==> src/rtl/uart_pkg.sv <==
// Shared types and default timing constants for the UART transmit scheduler.
package uart_pkg;

  typedef enum logic [1:0] {
    IDLE = 2'd0,
    SEND = 2'd1,
    WAIT = 2'd2
  } sched_state_e;

  // tx_start must outlast one tx_tick period at the slowest baud divisor.
  localparam int START_HOLD_DEF = 2048;
  // Cycles in WAIT before the transmitter is considered hung.
  localparam int TIMEOUT_DEF    = 2**20;

endpackage

==> src/rtl/uart_tx_sched_rr_arbiter.sv <==
// Combinational round-robin pick: first requester at or above ptr (with wrap)
// that is both requesting and enabled by mask.
module rr_arbiter #(
  parameter int NREQ = 4,
  localparam int IW  = $clog2(NREQ)
) (
  input  logic [NREQ-1:0] req,
  input  logic [NREQ-1:0] mask,
  input  logic [IW-1:0]   ptr,
  output logic [NREQ-1:0] gnt,
  output logic [IW-1:0]   index,
  output logic            any
);

  // Walk the requesters starting at ptr and take the first eligible one.
  always_comb begin
    logic [IW-1:0] j;
    gnt   = '0;
    index = '0;
    any   = 1'b0;
    j     = '0;
    for (int k = 0; k < NREQ; k++) begin
      j = IW'((int'(ptr) + k) % NREQ);
      if (!any && req[j] && mask[j]) begin
        gnt[j] = 1'b1;
        index  = j;
        any    = 1'b1;
      end
    end
  end

endmodule

==> src/rtl/uart_tx_sched.sv <==
// Round-robin scheduler sharing one UART transmitter between NREQ byte sources,
// with packet lock, stretched tx_start and a watchdog on the done handshake.
module uart_tx_sched
  import uart_pkg::*;
#(
  parameter int NREQ       = 4,
  parameter int START_HOLD = START_HOLD_DEF,
  parameter int TIMEOUT    = TIMEOUT_DEF,
  localparam int IW        = $clog2(NREQ)
) (
  input  logic              clk,
  input  logic              reset,
  input  logic [NREQ-1:0]   req_valid,
  input  logic [NREQ*8-1:0] req_data,
  input  logic [NREQ-1:0]   req_last,
  output logic [NREQ-1:0]   req_ready,
  output logic              tx_start,
  output logic [7:0]        d_tx,
  input  logic              tx_done,
  output logic [IW-1:0]     grant_id,
  output logic              busy,
  output logic              timeout_err,
  input  logic              err_clr
);

  localparam int HW = $clog2(START_HOLD + 1);
  localparam int WW = $clog2(TIMEOUT + 1);

  localparam logic [1:0] ST_IDLE = 2'(IDLE);
  localparam logic [1:0] ST_SEND = 2'(SEND);
  localparam logic [1:0] ST_WAIT = 2'(WAIT);

  logic [1:0]    state_reg, state_next;
  logic [HW-1:0] hold_reg, hold_next;
  logic [WW-1:0] wd_reg, wd_next;
  logic          lock_reg, lock_next;
  logic [IW-1:0] ptr_reg, ptr_next;
  logic [IW-1:0] grant_reg, grant_next;
  logic [7:0]    d_tx_reg, d_tx_next;
  logic          done_seen_reg, done_seen_next;
  logic          timeout_reg, timeout_next;
  logic          tmo_set;

  logic          done_meta_reg, done_sync_reg, done_prev_reg, done_pulse_reg;

  logic [NREQ-1:0] elig_mask;
  logic [NREQ-1:0] arb_gnt;
  logic [IW-1:0]   arb_index;
  logic            arb_any;
  logic [7:0]      req_byte [NREQ];

  // While a packet is locked only its owner stays eligible.
  for (genvar gi = 0; gi < NREQ; gi++) begin : g_req
    assign elig_mask[gi] = ~lock_reg | (grant_reg == IW'(gi));
    assign req_byte[gi]  = req_data[8*gi +: 8];
  end

  rr_arbiter #(.NREQ(NREQ)) u_arb (
    .req   (req_valid),
    .mask  (elig_mask),
    .ptr   (ptr_reg),
    .gnt   (arb_gnt),
    .index (arb_index),
    .any   (arb_any)
  );

  // Handshake is offered only in IDLE; reset masks it so it reads 0 while held.
  assign req_ready   = (state_reg == ST_IDLE && !reset) ? arb_gnt : '0;
  assign tx_start    = (state_reg == ST_SEND);
  assign busy        = (state_reg == ST_SEND) || (state_reg == ST_WAIT);
  assign d_tx        = d_tx_reg;
  assign grant_id    = grant_reg;
  assign timeout_err = timeout_reg;

  // Next-state logic for the grant / hold / wait sequence.
  always_comb begin
    state_next     = state_reg;
    hold_next      = hold_reg;
    wd_next        = wd_reg;
    lock_next      = lock_reg;
    ptr_next       = ptr_reg;
    grant_next     = grant_reg;
    d_tx_next      = d_tx_reg;
    done_seen_next = done_seen_reg;
    tmo_set        = 1'b0;
    case (state_reg)
      ST_IDLE: begin
        if (arb_any) begin
          state_next     = ST_SEND;
          hold_next      = '0;
          d_tx_next      = req_byte[arb_index];
          grant_next     = arb_index;
          lock_next      = ~req_last[arb_index];
          ptr_next       = (arb_index == IW'(NREQ - 1)) ? '0 : arb_index + IW'(1);
          done_seen_next = 1'b0;
        end
      end
      ST_SEND: begin
        // A done that arrives while still holding tx_start is remembered for WAIT.
        if (done_pulse_reg) done_seen_next = 1'b1;
        if (hold_reg == HW'(START_HOLD - 1)) begin
          state_next = ST_WAIT;
          wd_next    = '0;
        end else begin
          hold_next = hold_reg + HW'(1);
        end
      end
      ST_WAIT: begin
        if (done_pulse_reg || done_seen_reg) begin
          state_next     = ST_IDLE;
          done_seen_next = 1'b0;
        end else if (wd_reg == WW'(TIMEOUT - 1)) begin
          state_next = ST_IDLE;
          tmo_set    = 1'b1;
          lock_next  = 1'b0;
        end else begin
          wd_next = wd_reg + WW'(1);
        end
      end
      default: state_next = ST_IDLE;
    endcase
    // Clearing wins over a simultaneous watchdog expiry.
    timeout_next = err_clr ? 1'b0 : (tmo_set ? 1'b1 : timeout_reg);
  end

  // State registers plus the tx_done synchroniser and rising-edge detector.
  always_ff @(posedge clk or posedge reset) begin
    if (reset) begin
      state_reg      <= ST_IDLE;
      hold_reg       <= '0;
      wd_reg         <= '0;
      lock_reg       <= 1'b0;
      ptr_reg        <= '0;
      grant_reg      <= '0;
      d_tx_reg       <= '0;
      done_seen_reg  <= 1'b0;
      timeout_reg    <= 1'b0;
      done_meta_reg  <= 1'b0;
      done_sync_reg  <= 1'b0;
      done_prev_reg  <= 1'b0;
      done_pulse_reg <= 1'b0;
    end else begin
      state_reg      <= state_next;
      hold_reg       <= hold_next;
      wd_reg         <= wd_next;
      lock_reg       <= lock_next;
      ptr_reg        <= ptr_next;
      grant_reg      <= grant_next;
      d_tx_reg       <= d_tx_next;
      done_seen_reg  <= done_seen_next;
      timeout_reg    <= timeout_next;
      done_meta_reg  <= tx_done;
      done_sync_reg  <= done_meta_reg;
      done_prev_reg  <= done_sync_reg;
      done_pulse_reg <= done_sync_reg & ~done_prev_reg;
    end
  end

endmodule

==> config.mk <==
export PLATFORM = sky130hd
export DESIGN_NAME = uart_tx_sched
export DESIGN_NICKNAME = d
export VERILOG_FILES = /design/src/rtl/uart_pkg.sv /design/src/rtl/uart_tx_sched_rr_arbiter.sv /design/src/rtl/uart_tx_sched.sv
export SDC_FILE = /design/constraint.sdc
export NUM_CORES = 1
export LEC_CHECK = 0
export ABC_AREA = 1
export CELL_PAD_IN_SITES_DETAIL_PLACEMENT = 1
export CELL_PAD_IN_SITES_GLOBAL_PLACEMENT = 2
export CORE_ASPECT_RATIO = 1.25
export CORE_MARGIN = 5
export CORE_UTILIZATION = 30
export DETAILED_ROUTE_END_ITERATION = 8
export PLACE_DENSITY = 0.86
export SETUP_SLACK_MARGIN = 0.02
export SYNTH_ARGS = -nofsm -noshare
export SYNTH_HDL_FRONTEND = slang
export SYNTH_HIERARCHICAL = 1
export SYNTH_SLANG_ARGS = --single-unit
==> constraint.sdc <==
create_clock -name clk -period 3.35 [get_ports clk]
set_input_delay 0.67 -clock clk [delete_from_list [all_inputs] [get_ports clk]]
set_output_delay 0.67 -clock clk [all_outputs]
set_load 0.1 [all_outputs]
==> metrics.md, run 1 <==
| Metric | Value |
|---|---|
| Result of the run | `completed` |
| Arrival time of data at the critical path endpoint | `2.46 ns` |
| Post-route antenna net violation count | `0` |
| Fin. max-slew vios | `0` |
| Peak Freq | `0.319 GHz` |
| Top library cells by usage in the layout, fill and taps aside | `158 x sky130_fd_sc_hd__nand2_1, 59 x sky130_fd_sc_hd__nand3_1, 58 x sky130_fd_sc_hd__nor2_1` |
| Area fraction of the dominant cell type after synthesis | `0.344` |
| First-pass GRT wire length | `19.3 mm` |
| Inserted Clock Buffers | `5` |
| Area of the mapped netlist | `3930 um^2` |
| Path type of the worst setup path | `reg2out` |
| Switch Pwr | `2.86 mW` |
| Drt first pass iters | `4` |
| Critical path's most frequent cell | `sky130_fd_sc_hd__inv_1` |
| Relative slew slack | `0.518` |
| CORE AREA | `12800 um^2` |
| Unrepaired setup endpoints after global routing | `false` |
| Sw Share | `0.579` |
| Combined buffer and inverter count along the critical path | `4` |
| Pin count of the biggest net entering global routing | `55` |
| DRC | `0` |
| Number of buffers added to fix hold violations after cts | `0` |
| Hold Crit Class | `reg2reg` |
| Initial antenna violation count | `0` |
| Net count after synthesis | `618` |
| Flip-flop count of the largest register, all copies and words added | `21` |
| Global Route Usage Sum | `0.148` |
| Clock tree from TritonCTS | `yes` |
| Leak Pwr | `2.17 nW` |
| Clock Tree Root | `sky130_fd_sc_hd__clkbuf_16` |
| Routability-driven placement congestion ratio | `0.812` |
| Required time worst endpoint | `2.68 ns` |
| Cell class contributing the biggest share of worst-path delay | `simple AND/OR/NAND/NOR gates` |
| Die Y | `138 um` |
| Sequential area share after synthesis | `0.344` |
| Final Skew | `0.00955 ns` |
| Buffers on Ports | `60` |
| Boundary Pins | `61` |
| Nets | `676` |
| Total Die Area | `15500 um^2` |
| Iteration-0 DRC Markers | `89` |
| Clock net sink count | `54` |
| Reg clk slew, reported paths | `0.07 ns` |
| Portion of total power attributed to sequential cells | `0.184` |
| Average footprint of a synthesized cell | `7.05 um^2` |
| Clock power frac | `0.125` |
| Vias in the first global route | `4098` |
| Most frequent standard cell in the layout excluding fill and tap cells | `sky130_fd_sc_hd__nand2_1` |
| Final Cycle Share | `0.935` |
| Slew at the pin closest to its max-slew limit | `0.723 ns` |
| Critical-path maximum fanout | `8` |
| Number of diodes | `0` |
| Bufs on Longest Clock Path | `2` |
| Die extent in x | `112 um` |
| DP Wirelength | `8.51 mm` |
| Cell types occupying the most area after synthesis | `sky130_fd_sc_hd__dfrtp_1 34%, sky130_fd_sc_hd__nand2_1 15%, sky130_fd_sc_hd__nand3_1 7.5%, sky130_fd_sc_hd__nor2_1 5.9%, sky130_fd_sc_hd__ha_1 5.1%` |
| Share of cells above drive strength 1 | `0.149` |
| Standard-cell row count | `46` |
| Largest stage delay on the critical path | `0.48 ns` |
| Total number of yosys warnings | `6` |
| Part of the total power dissipated in combinational logic | `0.691` |
| WL per Instance | `14.3 um` |
| Internal power contribution | `2.08 mW` |
| Via-to-Cell Ratio | `4.92` |
| Flops & latches, synth | `54` |
| Count of fill cells added during filler insertion | `1658` |
| Total Neg Setup Slack | `0 ns` |
| Synthesis-to-finish area growth | `24.5%` |
| Kind of start point of the critical path | `flip-flop` |
| Cells traversed along the worst timing path | `inv_1 > ha_1 > inv_1 > nand3_1 > nand2_1 > nand4_1 > nand3_1 > inv_1 > nor2_4 > buf_12` |
| Distinct cell type count of the synthesized netlist | `37` |
| CTS H-tree lvls | `2` |
| Via count | `3860` |
| Critical-path top delay cell | `sky130_fd_sc_hd__dfrtp_2` |
| DRT Wirelength | `11.2 mm` |
| Total setup violations reported at the end of the flow | `0` |
| Peak supply drop | `0.693 mV` |
| Cell type with the largest total area after synthesis | `sky130_fd_sc_hd__dfrtp_1` |
| Final number of hold-violating endpoints | `0` |
| Share of the core filled with cells in the final layout | `0.383` |
| Gate Count Post-Synth | `558` |
| GRT Residual Overflow | `0` |
| Initial standard-cell utilization of the core | `0.308` |
| Max-cap violation count | `0` |
| Power per cell area | `1010 nW/um^2` |
| Worst Setup End Kind | `output pin` |
| Clock latency reported for the late side of the worst-skew pair | `0.30 ns` |
| Fin crit period | `3.13 ns` |
[per-layer routing]
| metal | vias to the layer above | GRT usage | wire (um) |
|---|---|---|---|
| met1 | 1857 | 0.171 | 4740 |
| met4 | 0 | 0.0348 | 138 |
| li1 | 1946 | - | - |
| met2 | 49 | 0.276 | 5940 |
| met5 | - | 0 | 0 |
| met3 | 8 | 0.0297 | 371 |
[what timing repair did]
item | in CTS | in global routing
setup buffers | 0 | 1
gates resized for setup | 2 | 0
hold endpoints to repair | 0 | 0
pin swaps | 0 | 1
cloned | 0 | 0
endpoints found under the setup margin | 4 | 4
[cells by family (layout without fill, tap and decap cells)]
group	Yosys count	in the layout	share of synthesized area
AO/OA/AOI/OAI	92	92	0.146
flip-flops	54	54	0.344
XOR/XNOR	1	1	0.00223
buffers and inverters	70	129	0.0799
AND/OR/NAND/NOR	325	325	0.377
adder cells (fa/ha/maj)	16	16	0.0509
[area by class of cell]
| class | count | area [um^2] | area share |
|---|---|---|---|
| Clock inverter | 3 | 43.8 | 0.00894 |
| Tap cell | 168 | 210 | 0.0429 |
| Inverter | 54 | 206 | 0.0422 |
| Multi-Input combinational cell | 434 | 2300 | 0.469 |
| Timing Repair Buffer | 67 | 661 | 0.135 |
| Sequential cell | 54 | 1350 | 0.276 |
| Clock buffer | 5 | 125 | 0.0255 |
[power by group through the flow]
stage / clock network [mW] / logic (mW) / registers (mW)
after floorplan: 0 / 2.29 / 1.30
after global placement: 0 / 3.31 / 0.919
after detailed placement: 0 / 3.43 / 0.923
after CTS: 0.639 / 3.43 / 0.917
after global routing: 0.671 / 3.78 / 0.931
final: 0.617 / 3.41 / 0.910
[worst paths after layout]
| path | slack (ns) | depth (start not counted) | to | from |
|---|---|---|---|---|
| setup / recovery | 0.22 | 10 | req_ready[0] | ptr_reg[1] |
| hold / removal | 0.36 | 0 | done_sync_reg | done_meta_reg |
| setup reg to reg | 0.40 | 14 | d_tx[3] | ptr_reg[1] |
| hold reg to reg | 0.36 | 0 | done_sync_reg | done_meta_reg |
| max in group asynchronous | 1.85 | 3 | ptr_reg[0] | reset |
| min in group asynchronous | 1.00 | 3 | lock_reg | reset |
[cells in the mapped netlist, drive strengths merged]
library cell and number:
nand2 173, nor2 69, nand3 63, o21ai 62
dfrtp 54, inv 52, ha 16, nand4 13
a21oi 12, buf 11, o21bai 6, clkbuf 5
nor3 5, o22ai 5, a31oi 3, clkinv 2
or2 2, a22oi 1, o211ai 1, o21a 1
o31ai 1, xor2 1
[per-stage QoR]
stage	hold WS, ns	worst slack (ns)	total power, mW	cells	instance area, um^2
final	0.362	0.218	4.94	785	4900
after global routing	0.365	0.0200	5.38	785	4900
after global placement	0.333	0.326	4.23	776	4720
after floorplan	0.331	0.113	3.59	558	3970
after CTS	0.359	0.0907	4.99	784	4890
after detailed placement	0.342	0.223	4.35	776	4720
Note: power is estimated with default switching activity, not from simulation.
==> inputs of run 2 (changes only) <==
--- a/config.mk
+++ b/config.mk
@@ -11,6 +11,7 @@
 export CORE_ASPECT_RATIO = 1.25
 export CORE_MARGIN = 5
 export CORE_UTILIZATION = 30
+export CTS_CLUSTER_SIZE = 30
 export DETAILED_ROUTE_END_ITERATION = 8
 export PLACE_DENSITY = 0.86
 export SETUP_SLACK_MARGIN = 0.02
==> results of run 2 <==
Final layout, timing and power as in run 1 (identical DEF).
